File: src/rtl/game_pkg.sv
// Shared types and constants for the sprite block controllers: sequencer states,
// fade level range, scan position widths and the 2x2 ordered-dither thresholds.
package game_pkg;

    typedef enum logic [2:0] {
        IDLE,
        HOLD_ON,
        FADE_OUT,
        HIDDEN,
        FADE_IN
    } state_t;

    localparam int ROW_W = 9;
    localparam int COL_W = 10;

    localparam logic [2:0] LEVEL_MAX = 3'd4;

    localparam logic [2:0] DITHER_T00 = 3'd0;
    localparam logic [2:0] DITHER_T01 = 3'd2;
    localparam logic [2:0] DITHER_T10 = 3'd3;
    localparam logic [2:0] DITHER_T11 = 3'd1;

    // A pixel is drawn when its threshold is below the fade level, so each level
    // step adds exactly one pixel of every 2x2 cell.
    function automatic logic [2:0] ditherThreshold(input logic rowLsb, input logic colLsb);
        logic [2:0] t;
        case ({rowLsb, colLsb})
            2'b00:   t = DITHER_T00;
            2'b01:   t = DITHER_T01;
            2'b10:   t = DITHER_T10;
            default: t = DITHER_T11;
        endcase
        return t;
    endfunction

endpackage

File: src/rtl/frame_tick_gen.sv
// Produces a single-cycle pulse on the first clock where the scan position is
// at the origin, even if the position is held there for several cycles.
module frame_tick_gen
    import game_pkg::*;
(
    input  logic             clk,
    input  logic             resetn,
    input  logic [ROW_W-1:0] row,
    input  logic [COL_W-1:0] col,
    output logic             frame_tick
);

    logic w_atOrigin;
    logic r_atOriginPrev;

    assign w_atOrigin = (row == '0) && (col == '0);

    always_ff @(posedge clk or negedge resetn) begin
        if (!resetn) begin
            r_atOriginPrev <= 1'b0;
        end else begin
            r_atOriginPrev <= w_atOrigin;
        end
    end

    assign frame_tick = w_atOrigin && !r_atOriginPrev;

endmodule

File: src/rtl/fade_sequencer.sv
// Frame-counted fade-out / hidden / fade-in sequencer for a fixed sprite block,
// gating the block's hit flag with a level-dependent 2x2 dither mask.
module fade_sequencer
    import game_pkg::*;
#(
    parameter int ON_FRAMES   = 30,
    parameter int STEP_FRAMES = 4,
    parameter int OFF_FRAMES  = 60
) (
    input  logic             clk,
    input  logic             resetn,
    input  logic [ROW_W-1:0] row,
    input  logic [COL_W-1:0] col,
    input  logic             start,
    input  logic             abort,
    input  logic             repeat_en,
    input  logic             block_here,
    input  logic [7:0]       block_color,
    output logic             here,
    output logic [7:0]       color,
    output logic [2:0]       level,
    output logic             busy,
    output logic             done
);

    localparam logic [7:0] ON_LAST   = 8'(ON_FRAMES - 1);
    localparam logic [7:0] STEP_LAST = 8'(STEP_FRAMES - 1);
    localparam logic [7:0] OFF_LAST  = 8'(OFF_FRAMES - 1);

    state_t     r_state;
    logic [2:0] r_level;
    logic [7:0] r_frameCnt;
    logic       r_busy;
    logic       r_done;
    logic       r_here;
    logic [7:0] r_color;

    logic       w_frameTick;
    logic [2:0] w_threshold;
    logic       w_shown;

    frame_tick_gen u_frameTickGen (
        .clk        (clk),
        .resetn     (resetn),
        .row        (row),
        .col        (col),
        .frame_tick (w_frameTick)
    );

    // Abort overrides everything, including a simultaneous start. A tick that
    // arrives with start is not counted because IDLE never looks at the tick.
    always_ff @(posedge clk or negedge resetn) begin
        if (!resetn) begin
            r_state    <= IDLE;
            r_level    <= LEVEL_MAX;
            r_frameCnt <= 8'd0;
            r_busy     <= 1'b0;
            r_done     <= 1'b0;
        end else begin
            r_done <= 1'b0;
            if (abort) begin
                r_state    <= IDLE;
                r_level    <= LEVEL_MAX;
                r_frameCnt <= 8'd0;
                r_busy     <= 1'b0;
            end else begin
                case (r_state)
                    IDLE: begin
                        if (start) begin
                            r_state    <= HOLD_ON;
                            r_frameCnt <= 8'd0;
                            r_busy     <= 1'b1;
                        end
                    end
                    HOLD_ON: begin
                        if (w_frameTick) begin
                            if (r_frameCnt == ON_LAST) begin
                                r_state    <= FADE_OUT;
                                r_frameCnt <= 8'd0;
                            end else begin
                                r_frameCnt <= r_frameCnt + 8'd1;
                            end
                        end
                    end
                    FADE_OUT: begin
                        if (w_frameTick) begin
                            if (r_frameCnt == STEP_LAST) begin
                                r_frameCnt <= 8'd0;
                                r_level    <= r_level - 3'd1;
                                if (r_level == 3'd1) begin
                                    r_state <= HIDDEN;
                                end
                            end else begin
                                r_frameCnt <= r_frameCnt + 8'd1;
                            end
                        end
                    end
                    HIDDEN: begin
                        if (w_frameTick) begin
                            if (r_frameCnt == OFF_LAST) begin
                                r_state    <= FADE_IN;
                                r_frameCnt <= 8'd0;
                            end else begin
                                r_frameCnt <= r_frameCnt + 8'd1;
                            end
                        end
                    end
                    FADE_IN: begin
                        if (w_frameTick) begin
                            if (r_frameCnt == STEP_LAST) begin
                                r_frameCnt <= 8'd0;
                                r_level    <= r_level + 3'd1;
                                if (r_level == LEVEL_MAX - 3'd1) begin
                                    if (repeat_en) begin
                                        r_state <= HOLD_ON;
                                    end else begin
                                        r_state <= IDLE;
                                        r_busy  <= 1'b0;
                                        r_done  <= 1'b1;
                                    end
                                end
                            end else begin
                                r_frameCnt <= r_frameCnt + 8'd1;
                            end
                        end
                    end
                    default: begin
                        r_state    <= IDLE;
                        r_level    <= LEVEL_MAX;
                        r_frameCnt <= 8'd0;
                        r_busy     <= 1'b0;
                    end
                endcase
            end
        end
    end

    assign w_threshold = ditherThreshold(row[0], col[0]);
    assign w_shown     = block_here && (w_threshold < r_level);

    always_ff @(posedge clk or negedge resetn) begin
        if (!resetn) begin
            r_here  <= 1'b0;
            r_color <= 8'd0;
        end else begin
            r_here  <= w_shown;
            r_color <= w_shown ? block_color : 8'd0;
        end
    end

    assign here  = r_here;
    assign color = r_color;
    assign level = r_level;
    assign busy  = r_busy;
    assign done  = r_done;

endmodule

File: config.mk
export PLATFORM = sky130hd
export DESIGN_NAME = fade_sequencer
export DESIGN_NICKNAME = d
export VERILOG_FILES = /design/src/rtl/game_pkg.sv /design/src/rtl/frame_tick_gen.sv /design/src/rtl/fade_sequencer.sv
export SDC_FILE = /design/constraint.sdc
export NUM_CORES = 1
export LEC_CHECK = 0
export BUFFER_PORTS_ARGS = -buffer_cell sky130_fd_sc_hd__buf_2
export CAP_MARGIN = 30
export CORE_ASPECT_RATIO = 0.5
export CORE_UTILIZATION = 45
export CTS_BUF_LIST = sky130_fd_sc_hd__clkbuf_2 sky130_fd_sc_hd__clkbuf_4 sky130_fd_sc_hd__clkbuf_8
export CTS_CLUSTER_SIZE = 16
export DETAILED_ROUTE_END_ITERATION = 16
export PLACE_DENSITY = 0.74
export SETUP_SLACK_MARGIN = 0.2
export SLEW_MARGIN = 10
export SYNTH_ARGS = -nofsm -noshare
export SYNTH_HDL_FRONTEND = slang
export SYNTH_SLANG_ARGS = --single-unit
File: constraint.sdc
create_clock -name clk -period 1.7 [get_ports clk]
set_input_delay 0.085 -clock clk [delete_from_list [all_inputs] [get_ports clk]]
set_output_delay 0.085 -clock clk [all_outputs]
set_load 0.01 [all_outputs]
Word-level counts from Yosys, hierarchy flattened
Index checks and enable logic that the tools add are counted.
Storage, ports and cells
  register bits after elaboration: 26
  output and inout port bits: 14
  word-level logic and storage cells: 97
  input bits: 33
Operators by class
  add/sub/neg operators: 3
  $lt $le $gt $ge: 1
  eq/ne operators: 26
  mux-type cells: 44
  reduce and logical (&&, ||, !) cells: 15
Operators by type and width (count)
  $mux 8: 9
  $mux 3: 17
  $pmux 8 s4: 1
  $ne 3x3->1 const B: 8
  $pmux 3 s5: 1
  $mux 1: 13
  $ne 3x2->1 const B: 4
  $reduce_and 11->1: 1
  $logic_not 10->1: 1
  $eq 3x2->1 const B: 3
  $logic_not 9->1: 1
  $pmux 3 s3: 1
  $add 8x1->8 const B: 1
  $eq 8x2->1 const B: 1
  $eq 8x5->1 const B: 1
  $eq 8x6->1 const B: 1
  $eq 3x1->1 const B: 2
  $pmux 2 s3: 1
  $reduce_and 6->1: 1
  $reduce_or 3->1: 2
  $reduce_and 5->1: 1
  $ne 2x1->1 const B: 2
  $reduce_and 4->1: 1
  $add 3x1->3 const B: 1
  other kinds (12): 14

Longest topological paths before layout
Gate-level depths: netlist of the first run.
  word-level depth: 6
  mapped depth: 7
  mapped depth without buffers: 7

Modules after synthesis
A second synthesis of the first run with hierarchy kept.
Second synthesis, totals
  cell total of the unflattened synthesis: 180
  area, all modules: 1655.3 um^2
By module, submodules not included
  fade_sequencer: seq. area each 626.9 um^2, times used 1, area an instance 1575.3 um^2, cells an instance 169
  frame_tick_gen: seq. area each 25.0 um^2, times used 1, area an instance 80.1 um^2, cells an instance 11

Worst setup path before layout of the first run
Ideal clock, no wire load.
  path type: reg2reg
  start: reg r_state[2]
  end: reg r_frameCnt[5]
  setup slack: -197 ps
  required time: 1622 ps
  data arrival time: 1819 ps
  clock period less this slack: 1897 ps
  buffers on the path: 0
  stages on the path, launching flop included: 6
  path through: dfrtp_1 -> or3_2 -> a32oi_1 -> a31oi_4 -> or4_1 -> a21oi_1
Between the ends
  word-level cells in the longest chain between the ends: 4
Ends and longest elaborated chain
  start: declaration: RTL line fade_sequencer.sv:30  | state_t r_state;
  start signal: assignment: RTL line fade_sequencer.sv:54  | r_state <= IDLE;
  start signal: assignment: RTL line fade_sequencer.sv:62  | r_state <= IDLE;
  start signal: assignment: RTL line fade_sequencer.sv:70  | r_state <= HOLD_ON;
  $eq 3x3->1 or $eq 3x2->1 (tied branches): RTL line fade_sequencer.sv:67  | case (r_state)
  $reduce_or 2->1 (no line)
  $ne 3x1->1 (no line) or $pmux 8 s4 (tied branches)
  $reduce_and 4->1 (no line) or $mux 8 (tied branches)
  end signal: assignment: RTL line fade_sequencer.sv:81  | r_frameCnt <= r_frameCnt + 8'd1;
  end signal: assignment: RTL line fade_sequencer.sv:94  | r_frameCnt <= r_frameCnt + 8'd1;
  end signal: assignment: RTL line fade_sequencer.sv:104  | r_frameCnt <= r_frameCnt + 8'd1;
  end: declaration: RTL line fade_sequencer.sv:32  | logic [7:0] r_frameCnt;
Several ways; a longest one is shown, not always the timed one.
A chain may end at the register's enable or synchronous reset.

Final worst setup path of the first run
  start: reg r_state[0]
  end: reg r_frameCnt[6]
The elaborated chain is that of the path after synthesis.

==> results.md, run 1 <==
- Area grow syn2layout: 50.92%
- Syn avg cell area: 9.087 um^2
- # IOs: 47
- GRT overflow: 0
- Final setup viols: 14
- Slew Viols, Final: 0
- Post-Synth Adder-Cell Area: 6.923%
- # H-tree levels: 1
- DR WL/cell: 16.49 um
- Critical Path Fanout Max: 5
- Synth Area in Simple Gates: 23.69%
- Pin count of the biggest net entering global routing: 27
- Number of global-route vias before repair: 1737
- Antenna viol nets, final: 0
- Final Skew: 0.007420 ns
- Antenna violations before repair: 0
- TNS Setup: -2.849 ns
- Row cnt: 14
- PnR worst setup slack: -0.3145 ns
- Die Span Y: 44.51 um
- Layout cells sized above 1: 48.12%
- Dpl ws: -0.2771 ns
- Switching portion of total power: 27.30%
- Pint: 0.001118 W
- CP arrival: 2.22 ns
- Reg2reg start: r_state[0]$_DFFE_PN0P_
- Failing checks: setup timing
- Worst vdd ir: 403.9 uV
- FF-to-FF setup slack: -0.31 ns
- Clock Tree Root: clkbuf_8
- Clock latency on the worst-skew pair: 0.28 ns
- Crit share post-route: 118.5%
- Tot Pwr: 0.001537 W
- Post-synth ARST share: 100.0%
- #FFs+latches synth: 26
- Worst Setup SP: r_state[0]$_DFFE_PN0P_
- Ant diodes: 0
- CP Cell Sequence: or3_4 -> a32oi_4 -> buf_6 -> a31oi_4 -> or3_2 -> a21oi_1
- Main combinational cell family by area after synthesis: simple AND/OR/NAND/NOR gates
- Slowest stage delay, CP: 0.47 ns
- Startpoint Class: register
- Number of max-cap violations: 0
- Fin area: 0.002455 mm^2
- Final min period: 2.015 ns
- Slowest CP cell: or3_2
- Cells after Synth: 179
- # clock sinks: 26
- Post-placement cell area: 0.002122 mm^2
- Pwr/cell area: 626.3 mW/mm^2
- Combinational fraction of design power: 23.1%
- Final hold viol count: 0
- Clock power share: 34.1%
- Share of the synthesized area in the top cell type: 38.46%
- Clk buf depth: 2
- Cell taking the most area after synthesis: dfrtp_1
- Achievable Freq: 496.4 MHz
- Critical path capture point type: register
- Syn Nets: 221
- Multiplexer share of the synthesized area: 0%
- Critical path required time: 1.91 ns
- Horiz. Die Dim: 87.03 um
- DR vias: 1812
- RR Endpoint: r_frameCnt[6]$_DFFE_PN0P_
- Min-Delay Path Class: input port to register
- Drt via density: 5.771
- CTS buffer count: 3
- Synth top area cells: dfrtp_1 38%, ha_1 6.9%, inv_1 5.1%
- First-pass GRT wire length: 7941 um
- DP HPWL: 3332 um
- Routability cong.: 0.9632
- Die area: 0.003873 mm^2
- Routed WL: 5179 um
- CTS tree: done
- Distinct cell type count after synthesis: 48
- # DRC: 0
- Pleak: 1.198 nW
- Reg2Reg Depth: 6
- Worst-path clk slew: 0.10 ns
- Detailed Routing Iterations Pass 1: 5
- Seq pwr share: 42.8%
- Switching power total: 0.0004197 W
- Initial core utilization: 50.47%
- Post-synth EDFFs: 0
- RSZ-0062 raised after global routing: yes
- Number of buffers added on ports: 46
- Synth Warn #: 0
- Rel. slew slack: 59.74%
- Worst Setup EP: r_frameCnt[6]$_DFFE_PN0P_
- Compound-Gate Fraction of Synth Area: 20.46%
- Status: complete, but fails checks
- Total core area: 0.003223 mm^2
- Sequential area share after synthesis: 40.08%
- Synth Flop Type: dfrtp_1
- Total track usage: 27.58%
- Xor and xnor area share after synthesis: 1.615%
- Worst slew pin tran: 0.6038 ns
- DR iter-0 viols: 127
- Critical path class: register to register
- Layout Nets: 309
- Mapped cell area: 0.001627 mm^2
power groups by stage:
stage	combinational, W	clock [W]	sequential (W)
floorplan	0.000143	0	0.000676
global placement	0.000263	0	0.000667
detailed placement	0.000273	0	0.000668
CTS	0.000310	0.000531	0.000657
global route	0.000381	0.000554	0.000661
finish	0.000355	0.000525	0.000658
logic make-up (layout without fill, tap and decap cells):
family          after synthesis  count (layout)
compound gates               45              46
xor+xnor                      3               3
fa+ha+maj                     9               9
buf+inv                      28             114
flops                        26              26
simple gates                 68              68
synthesized netlist by cell type, drive strengths merged, types with 2 or more instances:
master and number:
o31ai 4, o31a 2, a32oi 2, o211ai 3, nand2 12, nor4 6, inv 22, xnor2 2
nand3 5, dfrtp 25, nor2 17, o21ai 12, ha 9, a2111o 2, or3 5, nor3 7
a21oi 10, or2 3, buf 2, or4 3, and3 2, a2bb2oi 2, clkbuf 4
through the flow:
stage	hold WS, ns	util, %	cells
CTS	0.0001416	73.64	310
finish	0.01017	76.16	314
global placement	0.1216	65.84	296
floorplan	-0.2106	-	179
global route	0.001865	76.16	314
detailed placement	0.1259	65.84	296
how the worst min path moves through the flow:
stage | start | to | cells past startpoint
4_1_cts | block_color[3] | color[3]$_DFF_PN0_ | 3
5_1_grt | block_color[1] | color[1]$_DFF_PN0_ | 3
3_3_place_gp | resetn | r_frameCnt[2]$_DFFE_PN0P_ | 1
2_1_floorplan | resetn | busy$_DFFE_PN0P_ | 0
3_5_place_dp | resetn | r_frameCnt[2]$_DFFE_PN0P_ | 1
6_report | block_color[0] | color[0]$_DFF_PN0_ | 3
timing repair:
item / CTS / global route
buffers inserted: 5 / 3
hold buffers: 4 / 0
setup endpoints to repair: 16 / 24
resized for setup: 20 / 16
pin swaps: 21 / 2
endpoints found under the hold margin: 28 / 0
gates cloned: 1 / 1
state kept, by name, summed over array words and instances (netlist names):
signal	flops
r_state	3
done	1
busy	1
level	3
u_frameTickGen.r_atOriginPrev	1
color	8
here	1
r_frameCnt	8
per-layer routing:
layer  vias to the layer above  GRT usage, %  share of wire (%)
met3                        20         7.090                7.4
met5                         -             0                  0
li1                        823             -                  -
met2                        94         48.98                 50
met1                       875         32.75                 39
met4                         0         11.33                3.5
placed cells by master (no fill, tap or decap), types with 2 or more instances in the layout:
master         netlist  layout
a2111o_1             2       2
a21oi_1             10       9
and3_1               2       2
buf_2                2      47
buf_4                0      33
buf_6                0       4
clkbuf_8             1       3
dfrtp_1             25      23
dfrtp_2              0       2
dlygate4sd3_1        0       4
ha_1                 9       7
ha_2                 0       2
inv_1               22      22
nand2_1             12      10
nand3_1              5       4
nor2_1              17      14
nor2_2               0       3
nor3_1               7       5
nor4_1               5       3
nor4_4               1       2
o211ai_1             3       3
o21ai_0             11       7
o21ai_1              1       3
o21ai_2              0       2
o31a_1               2       2
o31ai_1              3       2
or2_4                1       2
or3_2                4       3
or4_1                2       2
xnor2_1              2       2
worst max-delay path, delay by kind of cell, from the launching register on:
kind                   cells  cell delay (ns)
AOI/OAI and AO/OA          3             0.50
buffers and inverters      1             0.14
DFF                        1             0.40
and+or+nand+nor            2             0.89
final cells by class:
cell class | count | area (um^2)
clock buffers | 3 | 41.29
clock inverters | 1 | 30.03
fillers | 222 | 768.2
inverters | 22 | 82.58
multi-input cells | 126 | 1018
flip-flops and latches | 26 | 654.4
well taps | 48 | 60.06
repair buffers | 88 | 568.0
(Power assumes the default switching activity.)
==> run 2: changes to the inputs <==
Settings changed: CORE_MARGIN from default to 8, GPL_TIMING_DRIVEN from default to 0, HOLD_SLACK_MARGIN from default to 0.15.
==> results.md, run 2 (synthesis gave the netlist of run 1 again) <==
- Crit share post-route: 120.3%
- Critical path class: register to register
- CTS tree: done
- Hold path cells: 3
- Detailed Routing Iterations Pass 1: 4
- Pint: 0.0009982 W
- Number of buffers added on ports: 45
- Final hold viol count: 0
- Routability cong.: 0.9014
- PnR worst setup slack: -0.3454 ns
- CP Buf/Inv Count: 1
- CP arrival: 2.20 ns
- Row cnt: 15
- Switching power total: 0.0003960 W
- Slew Viols, Final: 0
- DP HPWL: 3125 um
- First-pass GRT wire length: 8100 um
- Worst Hold Path EP: busy$_DFFE_PN0P_
- RSZ-0062 raised after global routing: yes
- Die Span Y: 58.51 um
- Most common cell after layout, fill and taps aside: buf_2
- Total core area: 0.003453 mm^2
- Most frequent cells in the layout: 46 x buf_2, 22 x dfrtp_1, 21 x inv_1, 16 x nor2_1, 15 x buf_4
- FF-to-FF setup slack: -0.35 ns
- Number of max-cap violations: 0
- Met3 WL post-DR: 363 um
- # DRC: 0
- Slowest CP cell: a2111o_1
- Switching portion of total power: 28.40%
- Hold wc startpoint: start
- Initial core utilization: 47.10%
- Worst Setup SP: r_frameCnt[1]$_DFFE_PN0P_
- Clk buf depth: 2
- Reg2reg start: r_frameCnt[1]$_DFFE_PN0P_
- Achievable Freq: 488.9 MHz
- Final Skew: 0.004148 ns
- Worst vdd ir: 442.4 uV
- Met2 routed WL: 2349 um
- CP Cell Sequence: inv_2 -> ha_4 -> nand4bb_1 -> a2111o_1 -> a32o_2 -> o31ai_4 -> a21oi_1
- Clock power share: 29.2%
- Rel. slew slack: 60.86%
- Antenna violations before repair: 0
- Pwr/cell area: 580.1 mW/mm^2
- CTS buffer count: 3
- Antenna viol nets, final: 0
- Combinational fraction of design power: 23.5%
- Layout cells sized above 1: 42.80%
- Tot Pwr: 0.001394 W
- Clock latency on the worst-skew pair: 0.28 ns
- Routed WL: 4861 um
- # IOs: 47
- M1 WL: 2025 um
- Total track usage: 17.05%
- Min-Delay Path Class: input port to register
- Die area: 0.005911 mm^2
- # clock sinks: 26
- CP top delay family: compound AO/OA/AOI/OAI gates
- Status: complete, but fails checks
- Area grow syn2layout: 47.77%
- DR iter-0 viols: 125
- Final setup viols: 16
- Worst-path clk slew: 0.09 ns
- Critical Path Fanout Max: 5
- Failing checks: setup timing
- Slowest stage delay, CP: 0.47 ns
- TNS Setup: -4.244 ns
- Worst slew pin tran: 0.5870 ns
- Seq pwr share: 47.2%
- Startpoint Class: register
- Critical path required time: 1.85 ns
- Horiz. Die Dim: 101.0 um
- Clock Tree Root: clkbuf_8
- Drt via density: 5.497
- Ant diodes: 0
- DR vias: 1693
- DR WL/cell: 15.78 um
- Pleak: 1.117 nW
- Critical path capture point type: register
- Final min period: 2.045 ns
- # H-tree levels: 1
- Number of global-route vias before repair: 1685
- Top sig layer: met4
- RR Endpoint: r_frameCnt[2]$_DFFE_PN0P_
- Reg2Reg Depth: 7
- Layout Nets: 300
- GRT overflow: 0
- Pin count of the biggest net entering global routing: 27
[run 2: changes by cell type in the layout (fill, tap and decap cells not counted), moves of 2 or more]
cell           before  now
ha_4                0    2
buf_4              33   15
a21oi_2             1    3
nor2_2              3    1
a21oi_1             9    7
nor2_1             14   16
dlygate4sd3_1       4   12
ha_2                2    0
clkbuf_8            3    5
[run 2: power by group through the flow]
stage,sequential (W),combinational [W],clock (W)
floorplan,0.000676,0.000143,0
global placement,0.000667,0.000247,0
CTS,0.000655,0.000288,0.000422
finish,0.000659,0.000328,0.000408
detailed placement,0.000668,0.000253,0
global route,0.000663,0.000355,0.000447
[run 2: what timing repair did]
item,4_1_cts,5_1_grt
buffers inserted,13,4
cloned,0,0
pin swaps,15,8
resized for setup,21,19
hold buffers,12,0
hold endpoints to repair,37,0
endpoints found under the setup margin,25,21
[run 2: final cells by class]
cell class	instances	area [um^2]
fill	260	1050
multi-input combinational	125	1016
sequential	26	655.6
timing repair buffer	74	484.2
inverter	22	82.58
tap	51	63.81
clock buffer	4	55.05
buffer	6	46.29
[run 2: tightest hold or removal path, delay by kind of cell]
family                 cells  cell delay (ns)
AOI/OAI and AO/OA          1             0.11
buffers and inverters      2             0.21
[run 2: layer usage]
metal	vias to the layer above	GRT usage, %
met4	0	6.709
met2	80	28.91
met5	-	0
met1	792	20.15
li1	801	-
met3	20	4.818
[run 2: through the flow]
step	setup slack [ns]	util, %	instance area [um^2]	hold WS [ns]	instances
after floorplan	-0.1476	-	1655	-0.2106	179
after global placement	-0.4504	56.30	1944	0.1206	275
after detailed placement	-0.4952	56.30	1944	0.1284	275
after CTS	-0.3130	66.67	2302	0.1746	304
after global routing	-0.4222	69.60	2404	0.1923	308
final	-0.3454	69.60	2404	0.1814	308
[run 2: worst max path at each step]
stage | to | slack, ns | cells past startpoint
floorplan | r_frameCnt[2]$_DFFE_PN0P_ | -0.15 | 7
global placement | r_state[0]$_DFFE_PN0P_ | -0.45 | 6
detailed placement | r_state[0]$_DFFE_PN0P_ | -0.50 | 6
CTS | r_frameCnt[5]$_DFFE_PN0P_ | -0.31 | 6
global route | r_frameCnt[5]$_DFFE_PN0P_ | -0.42 | 7
finish | r_frameCnt[2]$_DFFE_PN0P_ | -0.35 | 7
==> run 3: changes to the inputs <==
Settings changed: SETUP_SLACK_MARGIN 0.2 to 0.5.
==> results.md, run 3 (synthesis gave the netlist of run 1 again) <==
- Status: complete, but fails checks
- Failing checks: setup timing
- Die area: 0.005911 mm^2
- Critical path capture point type: register
- PnR worst setup slack: -0.2976 ns
- Hold Slack: 0.1783 ns
- Drt via density: 5.375
- Pin count of the biggest net entering global routing: 27
- Clock latency on the worst-skew pair: 0.28 ns
- Critical path required time: 1.85 ns
- Achievable Freq: 500.6 MHz
- Startpoint Class: register
- Number of max-cap violations: 0
- Antenna violations before repair: 0
- Crit share post-route: 117.5%
- Routed WL: 4601 um
- Final hold viol count: 0
- Clk buf depth: 2
- Clock Tree Root: clkbuf_8
- Final core utilization: 68.22%
- Antenna viol nets, final: 0
- Critical path class: register to register
- CTS tree: done
- Final Skew: 0.007118 ns
- Area grow syn2layout: 44.85%
- DR vias: 1607
- CP arrival: 2.15 ns
- Pwr/cell area: 590.5 mW/mm^2
- Fillers: 274
- Slew Viols, Final: 0
- Worst vdd ir: 330.3 uV
- Min-Delay Path Class: input port to register
- DR WL/cell: 15.39 um
- Combinational fraction of design power: 23.3%
- Worst-path clk slew: 0.09 ns
- Initial core utilization: 47.10%
- Routability cong.: 0.8937
- Pint: 0.0009954 W
- # DRC: 0
- GRT overflow: 0
- Worst slew pin tran: 0.5983 ns
- First-pass GRT wire length: 7617 um
- Most common cell after layout, fill and taps aside: buf_2
- DR iter-0 viols: 166
- Total track usage: 15.95%
- Layout Nets: 291
- CTS buffer count: 3
- Switching portion of total power: 28.45%
- # clock sinks: 26
- Number of buffers added on ports: 45
- Switching power total: 0.0003958 W
- Pleak: 1.084 nW
- Total core area: 0.003453 mm^2
- Final setup viols: 11
- Number of global-route vias before repair: 1645
- RSZ-0062 raised after global routing: yes
- Critical Path Fanout Max: 5
- DP HPWL: 3130 um
- Seq pwr share: 47.3%
- Clock power share: 29.4%
- Rel. slew slack: 60.11%
- Die Span Y: 58.51 um
- Final min period: 1.998 ns
- Most frequent cells in the layout: 45 x buf_2, 23 x dfrtp_1, 19 x inv_1, 14 x nor2_1, 11 x dlygate4sd3_1
- # IOs: 47
- Horiz. Die Dim: 101.0 um
- Ant diodes: 0
- Row cnt: 15
- Detailed Routing Iterations Pass 1: 4
- # H-tree levels: 1
- Layout cells sized above 1: 41.13%
-- run 3: changes by cell type in the layout (fill, tap and decap cells not counted), sizes merged --
cell          change
buf              -11
dlygate4sd3       -1
dlymetal6s4s      +1
o21ai             +1
clkbuf            +1
-- run 3: metal layers --
metal | part of all wire [%] | global-route usage [%] | vias to the layer above | wire length [um]
li1 | - | - | 785 | -
met1 | 43 | 19.03 | 776 | 1999
met2 | 50 | 27.50 | 39 | 2293
met3 | 5.2 | 4.935 | 7 | 241
met4 | 1.5 | 3.983 | 0 | 68
met5 | 0 | 0 | - | 0
-- run 3: per-stage QoR --
step / setup slack (ns) / total power (W) / std cells / cell area (um^2) / TNS, ns
floorplan: -0.1476 / 0.0008247 / 179 / 1675 / -1.050
global placement: -0.4475 / 0.0009203 / 275 / 1964 / -4.071
detailed placement: -0.4466 / 0.0009277 / 275 / 1964 / -4.713
CTS: -0.3051 / 0.001383 / 296 / 2251 / -2.655
global route: -0.4109 / 0.001462 / 299 / 2356 / -3.820
finish: -0.2976 / 0.001391 / 299 / 2356 / -2.694
-- run 3: area by class of cell --
| class | instances | area [um^2] | share of cell area (%) |
|---|---|---|---|
| multi-input combinational | 126 | 1040 | 44.13 |
| clock buffer | 4 | 55.05 | 2.337 |
| sequential | 26 | 654.4 | 27.77 |
| buffer | 6 | 52.55 | 2.230 |
| inverter | 22 | 82.58 | 3.505 |
| tap | 51 | 63.81 | 2.708 |
| timing repair buffer | 64 | 407.9 | 17.31 |
-- run 3: worst paths after layout --
path	to	slack [ns]	cells past startpoint	startpoint
setup reg to reg	r_frameCnt[5]$_DFFE_PN0P_	-0.30	7	r_frameCnt[1]$_DFFE_PN0P_
hold reg to reg	level[1]$_DFFE_PN0P_	0.57	1	level[1]$_DFFE_PN0P_
setup / recovery	r_frameCnt[5]$_DFFE_PN0P_	-0.30	7	r_frameCnt[1]$_DFFE_PN0P_
hold / removal	busy$_DFFE_PN0P_	0.18	3	start
min in group asynchronous	r_frameCnt[1]$_DFFE_PN0P_	0.34	2	resetn
max in group asynchronous	level[0]$_DFFE_PN0P_	0.93	2	resetn
-- run 3: power by group through the flow --
stage,Sequential (W),Combinational [W],Clock (W)
floorplan,0.000676,0.000149,0
global placement,0.000667,0.000254,0
detailed placement,0.000668,0.000260,0
CTS,0.000658,0.000299,0.000426
global route,0.000662,0.000356,0.000445
finish,0.000658,0.000324,0.000409
-- run 3: worst max-delay path: stages (launching register included) --
cell and delay (ns):
dfrtp_1 0.44, inv_1 0.08, ha_1 0.15, nand4bb_1 0.12
a2111o_1 0.44, a32o_2 0.31, o31ai_4 0.27, a21oi_1 0.08
-- run 3: what timing repair did --
| item | CTS | global route |
|---|---|---|
| resized for setup | 18 | 22 |
| cloned | 0 | 1 |
| hold buffers | 12 | 0 |
| pin swaps | 9 | 7 |
| hold endpoints to repair | 37 | 0 |
| setup endpoints to repair | 25 | 26 |
| buffers inserted | 5 | 2 |
